`src/rtl/seq_pkg.sv`:
```
// rtl/seq_pkg.sv - shared FSM state encoding and serial-bit conventions for the pattern/detector blocks
package seq_pkg;

  typedef enum logic [1:0] {
    ST_IDLE = 2'd0,
    ST_SEND = 2'd1,
    ST_GAP  = 2'd2
  } seq_state_e;

  // Level driven on a serial line whenever its valid qualifier is low.
  localparam logic SER_IDLE_BIT = 1'b0;

endpackage

```
`src/rtl/seq_pattern_tx.sv`:
```
// rtl/seq_pattern_tx.sv - serial pattern transmitter: MSB-first shift-out with repeats and inter-repeat gaps
module seq_pattern_tx
  import seq_pkg::*;
#(
  parameter int WIDTH = 8,
  parameter int LEN_W = 4,
  parameter int REP_W = 4,
  parameter int GAP   = 0
) (
  input  logic             clk,
  input  logic             rst,
  input  logic             in_valid,
  output logic             in_ready,
  input  logic [WIDTH-1:0] in_data,
  input  logic [LEN_W-1:0] in_len,
  input  logic [REP_W-1:0] in_rep,
  output logic             dout,
  output logic             dout_valid,
  output logic             busy,
  output logic             done
);

  localparam int GAP_CW = (GAP > 1) ? $clog2(GAP) : 1;

  seq_state_e        state_q, state_d;
  logic [WIDTH-1:0]  data_q, data_d;
  logic [LEN_W-1:0]  len_q, len_d;
  logic [LEN_W-1:0]  bit_idx_q, bit_idx_d;
  logic [REP_W-1:0]  rep_cnt_q, rep_cnt_d;
  logic [GAP_CW-1:0] gap_cnt_q, gap_cnt_d;
  logic              dout_q, dout_d;
  logic              dout_valid_q, dout_valid_d;
  logic              busy_q, busy_d;
  logic              done_q, done_d;
  logic [LEN_W-1:0]  len_clamp;
  logic [WIDTH-1:0]  shifted;

  always_comb begin
    len_clamp = in_len;
    if (in_len == '0 || in_len > LEN_W'(WIDTH)) begin
      len_clamp = LEN_W'(WIDTH);
    end
  end

  // Outputs are registered from the next-state view, so the bit shown in a
  // cycle is always data_q[bit_idx_q] while in SEND.
  always_comb begin
    state_d   = state_q;
    data_d    = data_q;
    len_d     = len_q;
    bit_idx_d = bit_idx_q;
    rep_cnt_d = rep_cnt_q;
    gap_cnt_d = gap_cnt_q;
    case (state_q)
      ST_IDLE: begin
        if (in_valid) begin
          data_d    = in_data;
          len_d     = len_clamp;
          bit_idx_d = len_clamp - 1'b1;
          rep_cnt_d = in_rep;
          state_d   = ST_SEND;
        end
      end
      ST_SEND: begin
        if (bit_idx_q != '0) begin
          bit_idx_d = bit_idx_q - 1'b1;
        end else if (rep_cnt_q != '0) begin
          rep_cnt_d = rep_cnt_q - 1'b1;
          if (GAP > 0) begin
            state_d   = ST_GAP;
            gap_cnt_d = '0;
          end else begin
            bit_idx_d = len_q - 1'b1;
          end
        end else begin
          state_d = ST_IDLE;
        end
      end
      ST_GAP: begin
        if (int'(gap_cnt_q) >= GAP - 1) begin
          state_d   = ST_SEND;
          bit_idx_d = len_q - 1'b1;
        end else begin
          gap_cnt_d = gap_cnt_q + 1'b1;
        end
      end
      default: state_d = ST_IDLE;
    endcase

    shifted      = data_d >> bit_idx_d;
    dout_valid_d = (state_d == ST_SEND);
    dout_d       = dout_valid_d ? shifted[0] : SER_IDLE_BIT;
    busy_d       = (state_d != ST_IDLE);
    done_d       = dout_valid_d && (bit_idx_d == '0) && (rep_cnt_d == '0);
  end

  always_ff @(posedge clk) begin
    if (rst) begin
      state_q      <= ST_IDLE;
      data_q       <= '0;
      len_q        <= '0;
      bit_idx_q    <= '0;
      rep_cnt_q    <= '0;
      gap_cnt_q    <= '0;
      dout_q       <= SER_IDLE_BIT;
      dout_valid_q <= 1'b0;
      busy_q       <= 1'b0;
      done_q       <= 1'b0;
    end else begin
      state_q      <= state_d;
      data_q       <= data_d;
      len_q        <= len_d;
      bit_idx_q    <= bit_idx_d;
      rep_cnt_q    <= rep_cnt_d;
      gap_cnt_q    <= gap_cnt_d;
      dout_q       <= dout_d;
      dout_valid_q <= dout_valid_d;
      busy_q       <= busy_d;
      done_q       <= done_d;
    end
  end

  assign in_ready   = (state_q == ST_IDLE);
  assign dout       = dout_q;
  assign dout_valid = dout_valid_q;
  assign busy       = busy_q;
  assign done       = done_q;

endmodule

```
`config.mk`:
```
export PLATFORM = sky130hd
export DESIGN_NAME = seq_pattern_tx
export DESIGN_NICKNAME = d
export VERILOG_FILES = /design/src/rtl/seq_pkg.sv /design/src/rtl/seq_pattern_tx.sv
export SDC_FILE = /design/constraint.sdc
export NUM_CORES = 1
export LEC_CHECK = 0
export ABC_CLOCK_PERIOD_IN_PS = 2200
export CORE_UTILIZATION = 45
export DETAILED_ROUTE_END_ITERATION = 16
export PLACE_DENSITY_LB_ADDON = 0.1
export SLEW_MARGIN = 30
export SYNTH_ARGS = -nofsm -noshare
export SYNTH_HDL_FRONTEND = slang
export SYNTH_SLANG_ARGS = --single-unit
```
`constraint.sdc`:
```
create_clock -name clk -period 2.2 [get_ports clk]
set_input_delay 0.66 -clock clk [delete_from_list [all_inputs] [get_ports clk]]
set_output_delay 0.66 -clock clk [all_outputs]
set_load 0.05 [all_outputs]
```
==> results.env, run 1 <==
COREAREA_SQ_MM=0.003128
SYN-MEAN-INSTANCE-AREA_SQ_UM=8.491
GRTUSAGEMET2_PCT=41.75
DRC=0
GRT_ANTENNA_BEFORE_REPAIR=0
POST-ROUTE-WORST-SETUP-SLACK_NS=0.06743
DPL_WORST_SLACK_NS=-0.6010
GLOBALPLACE.CONGESTION=0.9110
MIN-DELAY-START='len_q[3]$_SDFFE_PP0P_'
YOSYS.AREA.TOP_TYPE='dfxtp_1'
SYNTH_NETS=201
PIN_COUNT=24
CTS_TREE='built'
RSZ0062_AT_GRT='yes'
SETUP_VIOL=0
OUTCOME='finished clean'
FLOORPLAN.DIE.WIDTH_UM=59.96
CTS_ROOT_BUF='clkbuf_4'
CTS_MAX_LEVEL=1
SYN-INSTANCE-COUNT=178
CRIT_START='dout_valid$_SDFF_PP0_'
WORSTMARGINPINSLEW_NS=0.5020
LAUNCHING_POINT_OF_THE_WORST_REG2REG_PATH='rep_cnt_q[0]$_SDFF_PP0_'
YOSYSUNIQUECELLTYPES=48
VIA_COUNT=1504
CRIT_PATH_MAX_FANOUT=1
CRIT_FAMILY='buffers and inverters'
TIMING.CRITICAL_PATH.SLOWEST_CELL_DELAY_NS=0.80
DESIGN_POWER_TOTAL_uW=1437
CTS_BUFFERS=3
FIRST_PASS_GRT_WIRE_LENGTH_UM=6437
POST_ROUTE_CELLS_DRIVE_ABOVE_1_SHARE_PCT=31.93
SLOWEST_STAGE='clkdlybuf4s50_1'
POST_SYNTH_TOP_FLOP='dfxtp_1'
AREA.GROWTH.SYNTH_TO_FINAL_PCT=45.03
ROUTE.ANTENNA.REMAINING_NETS=0
MET3_TRACK_UTILIZATION_FROM_GLOBAL_ROUTING_PCT=2.597
TOTAL_GLOBAL_ROUTING_OVERFLOW=0
FINALCLOCKSKEW_NS=0.004641
WORSTSKEWPAIRLATENCY_NS=0.32
CORE.ROWCOUNT=20
YOSYS_REGISTER_BITS=26
MAXCAPVIOLCOUNT=0
WIRELENGTH_UM=3885
YS_ASYNC_RST_SHARE_PCT=0
HOLDWS_NS=0.4987
CLKSLEWWORSTSETUPHOLDPATHS_NS=0.14
WIRE_PER_INST_UM=13.78
YOSYSTOPAREACELLSHARE_PCT=34.44
DRT_PRE_ANTENNA_ITERS=4
TIMING.CRITICAL_PATH.FROM_TYPE='flip-flop'
FINAL_NET_COUNT=262
GRT_PASS1_VIAS=1464
PERIOD_MINUS_SLACK_NS=2.133
CLOCK_TREE.BUFFER_DEPTH=2
GRT_START_MAX_NET_PINS=23
CP.BUFFERS_INVERTERS=1
GRT.TOTAL_USAGE_PCT=23.74
CTS.SINK_COUNT=26
SYNTH-EDFF-COUNT=0
PLACE.DETAILED.HPWL_UM=2875
YS_TOP_CELLS_BY_AREA='dfxtp_1, mux2i_1, nor2_1, a21oi_1, ha_1'
GR-MAX-USAGE-LAYER='met2'
CP-END-KIND='output port'
FP.DIEAREA_SQ_MM=0.003595
CRIT_SHARE_POST_ROUTE_PCT=96.94
DIE_BOUNDARY_HEIGHT_UM=59.96
STARTING_UTILIZATION_OF_THE_CORE_AREA_PCT=48.32
MAX_FREQ_MHz=468.9
ENDPOINTS_FAILING_HOLD=0
FINAL_NUMBER_OF_MAX_TRANSITION_VIOLATIONS=0
NUM_ANTENNA_CELLS=0
DRT_FIRST_ITER_VIOLATIONS=101
YS.WARNINGS.COUNT=0
GR-USAGE-MET1_PCT=30.63
HOLDCRITPATHCLASS='flip-flop to flip-flop'
CP.REQUIRED_NS=1.54
FILL_CELLS=264
CRIT_TYPE='flip-flop to output port'
PORT_BUFFERS=23
VDD_DROP_MAX_mV=0.5244
LEAKAGEPOWER_uW=0.0009482
SEQUENTIAL_FRACTION_OF_THE_SYNTHESIS_AREA_PCT=34.44
CP_CELL_SEQUENCE='clkdlybuf4s50_1'
CP_DATA_ARRIVAL_TIME_NS=1.47
VIASPERCELL=5.333
SLEW_HEADROOM_PCT=66.43
SYNTHESIS.AREA_SQ_MM=0.001511
POWER_DENSITY_mW_PER_MM2=655.5
-- per-layer routing --
layer  wire length [um]  vias to the layer above
met5                  0                        -
met4                 14                        0
met3                102                        2
met2               1981                       28
met1               1786                      721
li1                   -                      753
-- layout by cell type (no fill, tap or decap), types with 3 or more instances in the layout --
cell type / instances
nor3_1: 7
dlygate4sd2_1: 3
nand2_1: 7
clkbuf_4: 3
dfxtp_2: 3
nor2_1: 29
dfxtp_1: 23
inv_1: 11
mux2i_1: 15
o21ai_0: 3
nand3_1: 3
a31oi_1: 4
a21oi_1: 12
clkdlybuf4s50_1: 19
buf_4: 40
-- layout make-up --
type / instances / area (sq um) / share of cell area, %
Clock inverter: 1 / 30.03 / 1.370
Multi-Input combinational cell: 131 / 963.4 / 43.95
Tap cell: 44 / 55.05 / 2.511
Inverter: 13 / 48.80 / 2.226
Sequential cell: 26 / 524.3 / 23.92
Clock buffer: 3 / 22.52 / 1.027
Timing Repair Buffer: 64 / 548.0 / 25.00
-- repair_timing --
item | CTS | global route
setup endpoints to repair | 3 | 3
pin swaps | 3 | 5
gates resized for setup | 8 | 13
buffers inserted | 0 | 7
hold buffers | 0 | 0
-- per-stage QoR --
stage,utilization [%],cells,TNS [ns],cell area (sq um)
2_1_floorplan,-,178,0,1514
4_1_cts,67.08,275,0,2098
3_5_place_dp,64.60,271,-1.566,2021
6_report,70.08,282,0,2192
5_1_grt,70.08,282,-0.07283,2192
3_3_place_gp,64.60,271,-1.231,2021
-- cells by family after synthesis --
| group | count (synthesis) | synth area share, % |
|---|---|---|
| adders and majority gates | 4 | 3.311 |
| xor gates and xnor gates | 3 | 1.739 |
| DFF | 26 | 34.44 |
| other | 1 | 0.2481 |
| muxes | 16 | 10.68 |
| AOI/OAI and AO/OA | 38 | 19.45 |
| and+or+nand+nor | 69 | 24.01 |
| buffers and inverters | 21 | 6.125 |
-- where the power goes --
group / switching [uW] / internal [uW] / total [uW]
sequential: 32.4 / 507 / 539
combinational: 270 / 299 / 569
clock: 144 / 184 / 328
-- final timing paths --
kind	endpoint	slack (ns)	cells after the start
max	dout_valid	0.07	1
min	len_q[3]$_SDFFE_PP0P_	0.50	2
max reg2reg	done$_SDFF_PP0_	0.12	9
min reg2reg	len_q[3]$_SDFFE_PP0P_	0.50	2
-- state kept, by name, indices dropped and copies added (netlist names) --
name	flops
done	1
dout	1
rep_cnt_q	4
data_q	8
busy	1
dout_valid	1
len_q	4
state_q	2
bit_idx_q	4
-- synth_stat cells, types with 2 or more instances --
cell       n
nor3_2     2
a31o_2     2
nand2_1    7
buf_2      2
or3b_1     2
dfxtp_1   26
and2_1     2
o21ai_0    3
nor4_1     2
o22ai_1    2
ha_1       4
a21oi_1   13
nor3_1     7
nand3b_1   2
a31oi_1    4
nor2_1    30
inv_1     12
nor2b_1    2
clkbuf_1   4
xnor2_1    2
nand3_1    3
a221oi_1   3
nand2b_1   3
mux2i_1   15
(Power assumes the default switching activity.)
==> inputs of run 2 (changes only) <==
CAP_MARGIN = 10   (was default)
==> results of run 2 <==
The final DEF is identical to that of run 1; final timing and power are the same.
